[config.mk]
export PLATFORM = sky130hd
export DESIGN_NAME = voxel_scene_gen
export DESIGN_NICKNAME = d
export VERILOG_FILES = /design/src/rtl/voxel_scene_gen.sv
export SDC_FILE = /design/constraint.sdc
export NUM_CORES = 2
export LEC_CHECK = 0
export ABC_CLOCK_PERIOD_IN_PS = 28100
export CAP_MARGIN = 0
export CORE_ASPECT_RATIO = 0.7
export CORE_MARGIN = 2
export CORE_UTILIZATION = 60
export CTS_BUF_LIST = sky130_fd_sc_hd__clkbuf_8
export CTS_CLUSTER_DIAMETER = 80
export DETAILED_ROUTE_END_ITERATION = 7
export GPL_TIMING_DRIVEN = 0
export MAX_ROUTING_LAYER = met4
export PLACE_DENSITY = 0.79
export SYNTH_ARGS = -nofsm -noshare
export SYNTH_HDL_FRONTEND = slang
export SYNTH_SLANG_ARGS = --single-unit
[constraint.sdc]
create_clock -name clk -period 28.1 [get_ports clk]
set_clock_uncertainty 0.1 [all_clocks]
set_input_delay 5.62 -clock clk [delete_from_list [all_inputs] [get_ports clk]]
set_output_delay 5.62 -clock clk [all_outputs]
set_load 0.05 [all_outputs]
[src/rtl/voxel_scene_gen.sv]
// voxel_scene_gen: procedural voxel scene generator.
// Scans a cubic volume of 2^GRID_BITS per axis in x-major / z-minor order and
// streams one word per voxel to memory through a valid/ready write port. Each
// voxel is tested against a runtime-loaded table of primitives (sphere, box,
// x-slab). The highest-index hit supplies the voxel word. A miss writes zero, so
// the scan clears and paints in one pass.
// Optional feature: define VOXEL_GEN_SKIP_EMPTY_EN to suppress writes for
// voxels with no hit, so that only primitives are painted.
module voxel_scene_gen #(
    parameter int unsigned GRID_BITS = 6,
    parameter int unsigned NUM_PRIMS = 4,
    parameter int unsigned DATA_W    = 64,
    localparam int unsigned IDX_W    = (NUM_PRIMS > 1) ? $clog2(NUM_PRIMS) : 1,
    localparam int unsigned COORD_W  = 3 * GRID_BITS
) (
    input  logic                 clk,
    input  logic                 rst_n,
    input  logic                 start,
    input  logic                 abort,
    output logic                 busy,
    output logic                 done,
    output logic                 aborted,
    input  logic                 cfg_wr,
    input  logic [IDX_W-1:0]     cfg_idx,
    input  logic [1:0]           cfg_kind,
    input  logic [COORD_W-1:0]   cfg_center,
    input  logic [GRID_BITS-1:0] cfg_extent,
    input  logic [DATA_W-1:0]    cfg_voxel,
    output logic                 wr_valid,
    input  logic                 wr_ready,
    output logic [COORD_W-1:0]   wr_addr,
    output logic [DATA_W-1:0]    wr_data,
    output logic [COORD_W:0]     wr_count
);

    // Squared distances of up to three axes, with headroom so the sum cannot wrap.
    localparam int unsigned SQ_W = 2 * GRID_BITS + 4;

    localparam logic [1:0] KindSphere = 2'd1;
    localparam logic [1:0] KindBox    = 2'd2;
    localparam logic [1:0] KindSlab   = 2'd3;

    typedef enum logic [1:0] {
        StIdle,
        StScan,
        StDrain,
        StFinish
    } state_e;

    state_e state_q, state_d;

    // Primitive table
    logic [1:0]           kind_q   [NUM_PRIMS];
    logic [COORD_W-1:0]   center_q [NUM_PRIMS];
    logic [GRID_BITS-1:0] extent_q [NUM_PRIMS];
    logic [DATA_W-1:0]    voxel_q  [NUM_PRIMS];

    // Scan counter, packed {x, y, z}; z is the low field so +1 gives z-fastest order.
    logic [COORD_W-1:0]   coord_q;
    logic [GRID_BITS-1:0] cur_x, cur_y, cur_z;

    // Stage 1: coordinate plus per-entry hit bits
    logic                 s1_valid;
    logic [COORD_W-1:0]   s1_addr;
    logic [NUM_PRIMS-1:0] s1_hit;

    logic [NUM_PRIMS-1:0] hit;
    logic [DATA_W-1:0]    sel_data;
    logic                 s1_emit;
    logic                 stall;
    logic                 issue;
    logic                 abort_take;
    logic                 last_coord;

    function automatic logic [GRID_BITS:0] abs_diff(input logic [GRID_BITS-1:0] a,
                                                    input logic [GRID_BITS-1:0] b);
        return (a >= b) ? {1'b0, a - b} : {1'b0, b - a};
    endfunction

    function automatic logic [SQ_W-1:0] sq(input logic [GRID_BITS:0] v);
        return SQ_W'(v) * SQ_W'(v);
    endfunction

    assign cur_x = coord_q[COORD_W-1 -: GRID_BITS];
    assign cur_y = coord_q[2*GRID_BITS-1 -: GRID_BITS];
    assign cur_z = coord_q[GRID_BITS-1:0];

    assign stall      = wr_valid && !wr_ready;
    assign issue      = (state_q == StScan) && !stall;
    assign abort_take = abort && ((state_q == StScan) || (state_q == StDrain));
    assign last_coord = &coord_q;

    assign busy = (state_q == StScan) || (state_q == StDrain);
    assign done = (state_q == StFinish);

    // Table writes are only honoured while idle so a running scan sees a frozen table.
    always_ff @(posedge clk or negedge rst_n) begin
        if (!rst_n) begin
            for (int i = 0; i < NUM_PRIMS; i++) begin
                kind_q[i]   <= '0;
                center_q[i] <= '0;
                extent_q[i] <= '0;
                voxel_q[i]  <= '0;
            end
        end else if (cfg_wr && (state_q == StIdle)) begin
            for (int i = 0; i < NUM_PRIMS; i++) begin
                if (cfg_idx == IDX_W'(i)) begin
                    kind_q[i]   <= cfg_kind;
                    center_q[i] <= cfg_center;
                    extent_q[i] <= cfg_extent;
                    voxel_q[i]  <= cfg_voxel;
                end
            end
        end
    end

    // Per-entry hit test against the coordinate being issued this cycle.
    for (genvar i = 0; i < NUM_PRIMS; i++) begin : g_prim
        logic [GRID_BITS:0] ax, ay, az, ae;
        logic [SQ_W-1:0]    dist_sq, ext_sq;
        logic               in_sphere, in_box, in_slab;

        assign ax = abs_diff(cur_x, center_q[i][COORD_W-1 -: GRID_BITS]);
        assign ay = abs_diff(cur_y, center_q[i][2*GRID_BITS-1 -: GRID_BITS]);
        assign az = abs_diff(cur_z, center_q[i][GRID_BITS-1:0]);
        assign ae = {1'b0, extent_q[i]};

        assign dist_sq   = sq(ax) + sq(ay) + sq(az);
        assign ext_sq    = sq(ae);
        assign in_sphere = (dist_sq <= ext_sq);
        assign in_slab   = (ax <= ae);
        assign in_box    = in_slab && (ay <= ae) && (az <= ae);

        assign hit[i] = (kind_q[i] == KindSphere) ? in_sphere :
                        (kind_q[i] == KindBox)    ? in_box    :
                        (kind_q[i] == KindSlab)   ? in_slab   : 1'b0;
    end

    // Priority select: later (higher-index) hits override earlier ones.
    always_comb begin
        sel_data = '0;
        for (int i = 0; i < NUM_PRIMS; i++) begin
            if (s1_hit[i]) begin
                sel_data = voxel_q[i];
            end
        end
    end

`ifdef VOXEL_GEN_SKIP_EMPTY_EN
    assign s1_emit = s1_valid && (|s1_hit);
`else
    assign s1_emit = s1_valid;
`endif

    // State register
    always_ff @(posedge clk or negedge rst_n) begin
        if (!rst_n) begin
            state_q <= StIdle;
        end else begin
            state_q <= state_d;
        end
    end

    // Next-state logic; DRAIN waits until both stages are empty before finishing.
    always_comb begin
        state_d = state_q;
        case (state_q)
            StIdle: begin
                if (start) begin
                    state_d = StScan;
                end
            end
            StScan: begin
                if (abort_take || (issue && last_coord)) begin
                    state_d = StDrain;
                end
            end
            StDrain: begin
                if (!s1_valid && !wr_valid) begin
                    state_d = StFinish;
                end
            end
            StFinish: state_d = StIdle;
            default:  state_d = StIdle;
        endcase
    end

    // Scan counter, accepted-write counter and sticky abort flag.
    always_ff @(posedge clk or negedge rst_n) begin
        if (!rst_n) begin
            coord_q  <= '0;
            wr_count <= '0;
            aborted  <= 1'b0;
        end else if ((state_q == StIdle) && start) begin
            coord_q  <= '0;
            wr_count <= '0;
            aborted  <= 1'b0;
        end else begin
            if (issue && !abort_take) begin
                coord_q <= coord_q + COORD_W'(1);
            end
            if (wr_valid && wr_ready) begin
                wr_count <= wr_count + (COORD_W + 1)'(1);
            end
            if (abort_take) begin
                aborted <= 1'b1;
            end
        end
    end

    // Stage 1: capture issued coordinate and hit vector; abort discards it.
    always_ff @(posedge clk or negedge rst_n) begin
        if (!rst_n) begin
            s1_valid <= 1'b0;
            s1_addr  <= '0;
            s1_hit   <= '0;
        end else if (abort_take) begin
            s1_valid <= 1'b0;
        end else if (!stall) begin
            s1_valid <= issue;
            if (issue) begin
                s1_addr <= coord_q;
                s1_hit  <= hit;
            end
        end
    end

    // Stage 2: output register. A stalled write is held through an abort until accepted.
    always_ff @(posedge clk or negedge rst_n) begin
        if (!rst_n) begin
            wr_valid <= 1'b0;
            wr_addr  <= '0;
            wr_data  <= '0;
        end else if (!stall) begin
            if (abort_take) begin
                wr_valid <= 1'b0;
            end else begin
                wr_valid <= s1_emit;
                if (s1_emit) begin
                    wr_addr <= s1_addr;
                    wr_data <= sel_data;
                end
            end
        end
    end

endmodule
==> metrics.yaml <==
final_layout:
  final_common_cell: "inv_1"
  drive_gt1_share_pct: 11.9
  stdcell_count: 5511
  nNetsFinal: 5393
  final_cell_mix: "inv_1, dfrtp_1, ha_1"
  syn_to_final_growth_pct: 11.6
worst_setup_path:
  critPathMaxFanout: 7
  reg2reg_to: "s1_hit[0]$_DFFE_PN0P_"
  crit_path_max_incr_delay_ps: 630
  cp.depth: 36
  reg2reg_slack_ps: 17360
  critPathBufInv: 7
  arrival_ps: 11140
  crit_family: "adder cells"
  reg2regPathDepth: 36
  start_kind: "register"
  critPathSlowestCell: "o221ai_1"
  crit_type: "reg -> reg"
  worstReg2RegStart: "coord_q[6]$_DFFE_PN0P_"
  crit_required_ps: 28510
  worstSetupEndpointType: "register"
clocking:
  cts.sinks: 506
  htree_levels: 3
  cts_setup_buffers: 0
  cts_hold_buf: 0
  cts_root_buf: "clkbuf_8"
  clock_path_buffers: 3
  clkTransAtPathRegs_ps: 70
  cts-resized-gates: 0
  cts_buffers: 78
  cts_tree: "yes"
  clock_latency_ps: 700
drt:
  dr.pass1.iters: 6
  wl_mm: 113
  wire_per_inst_um: 20.5
  via_count: 32500
  drtIter0Drc: 2938
  drtAntennaViolNets: 0
  via_per_inst: 5.90
  drc: 0
worst_hold_path:
  hold_depth: 2
  min_to: "wr_data[22]$_DFFE_PN0P_"
  min_from: "wr_data[22]$_DFFE_PN0P_"
  holdCritPathClass: "reg -> reg"
synth:
  synthDistinctLibCells: 87
  synthCells: 4254
  syn_nets: 5107
  synth.avg_cell_area_um2: 9.87
  synthFlopType: "dfrtp_1"
  syn_area_um2: 42000
  yosys.area.top_type_share_pct: 30.2
  synth_edf_count: 0
  yosysSeqAreaShare_pct: 30.2
  yosys-top-cells-area: "dfrtp_1, fa_1, ha_1"
  yosysTopAreaCell: "dfrtp_1"
  ys_ff_latch: 506
  ys_async_sr_fraction_pct: 100
  ys_warn_count: 0
timing:
  relSlewSlack_pct: 12.8
  period_needed_ps: 10740
  final_max_slew_viol_count: 0
  fmax_mhz: 93.1
  hold_viol_final: 0
  fin_crit_sh_pct: 38.2
  setup_viol: 0
  rsz0062_at_grt: "no"
  worstMarginPinSlew_ps: 1300
die:
  io_pins: 203
  die-width_um: 320
  dieArea_um2: 72200
  core_um2: 69500
  floorplan.initialDensity_pct: 60.4
  std_cell_rows: 81
  chipHeight_um: 225
placed_design:
  hpwl_mm: 87.0
  portBuffers: 202
  dp.cells: 5373
  gp_congestion: 0.960
global_route:
  antenna_found_initial: 3
  grt_max_degree: 126
  overflow: 0
  grt_pass1_wl_mm: 180
  globalRouteTotalUtil_pct: 32.7
  first_global_vias: 32400
run:
  maxCapViolCount: 0
outcome:
  status: "completed"
-- final cells by class --
cell class / instances / area [µm²]
Timing Repair Buffer: 206 / 2140
Inverter: 622 / 2330
Clock buffer: 96 / 1320
Buffer: 118 / 462
Sequential cell: 506 / 12700
Antenna cell: 6 / 15.0
Fill cell: 5393 / 22700
Multi-Input combinational cell: 3008 / 26500
Tap cell: 913 / 1140
Clock inverter: 36 / 256
-- cells in the mapped netlist (15+ instances only) --
master	instances
inv_1	620
dfrtp_1	506
ha_1	459
mux2_2	369
nor2_1	349
nand2_1	301
fa_1	296
a21oi_1	243
o21ai_0	202
clkbuf_1	98
xnor2_1	82
a22oi_1	69
xor2_1	60
and2_1	47
a21o_1	45
nor2b_1	44
nand3_1	37
o21a_1	36
mux2i_1	34
nor3_1	32
nand2b_1	30
nand4_1	24
a211oi_1	18
or2_2	18
a31oi_1	17
and4_1	17
buf_1	15
-- sequential cells by signal, indices dropped and copies added (netlist names) --
name / cells
extent_q: 24
center_q: 72
coord_q: 18
wr_data: 64
kind_q: 8
wr_count: 19
voxel_q: 256
aborted: 1
s1_addr: 18
wr_addr: 18
wr_valid: 1
s1_hit: 4
s1_emit: 1
state_q: 2
-- worst max-delay path by stage --
stage | slack [ps] | end | from
5_1_grt | 16840 | s1_hit[0]$_DFFE_PN0P_ | coord_q[6]$_DFFE_PN0P_
3_3_place_gp | -970 | voxel_q[204]$_DFFE_PN0P_ | rst_n
3_5_place_dp | 17540 | s1_hit[0]$_DFFE_PN0P_ | coord_q[6]$_DFFE_PN0P_
4_1_cts | 17460 | s1_hit[0]$_DFFE_PN0P_ | coord_q[6]$_DFFE_PN0P_
6_report | 17360 | s1_hit[0]$_DFFE_PN0P_ | coord_q[6]$_DFFE_PN0P_
2_1_floorplan | 19050 | s1_hit[3]$_DFFE_PN0P_ | coord_q[6]$_DFFE_PN0P_
-- cells by family after synthesis --
group	share of synthesized area, %
and+or+nand+nor	10.4
adders and majority gates	27.8
DFF	30.2
muxes	10.7
xor gates and xnor gates	3.00
buffers and inverters	6.66
AOI/OAI and AO/OA	11.2
-- layer usage --
layer	GRT usage [%]	up-vias	part of all wire, %
li1	-	14800	-
met4	10.2	0	3.3
met3	5.96	223	7.5
met2	46.6	1146	43
met5	-	-	0
met1	47.5	16300	46
-- worst reg2reg max path, delay by kind of cell, from the launching register on --
| kind | cells | cell delay (ps) |
|---|---|---|
| AO/OA/AOI/OAI | 13 | 3730 |
| XOR/XNOR | 1 | 160 |
| adder cells (fa/ha/maj) | 10 | 4550 |
| buffers and inverters | 7 | 710 |
| flip-flops | 1 | 550 |
| AND/OR/NAND/NOR | 5 | 740 |
-- through the flow --
| step | util (%) | hold slack, ps | setup WS (ps) | area, µm² | TNS (ps) |
|---|---|---|---|---|---|
| global placement | 64.9 | 362 | -967 | 45200 | -458080 |
| detailed placement | 65.1 | 369 | 17540 | 45300 | 0 |
| finish | 67.4 | 377 | 17360 | 46900 | 0 |
| floorplan | - | 342 | 19050 | 42000 | 0 |
| global route | 67.4 | 396 | 16840 | 46900 | 0 |
| CTS | 67.4 | 383 | 17460 | 46800 | 0 |
Power is not shown: default switching activity piles up to over one toggle a cycle in this logic, so the estimate is an artifact.
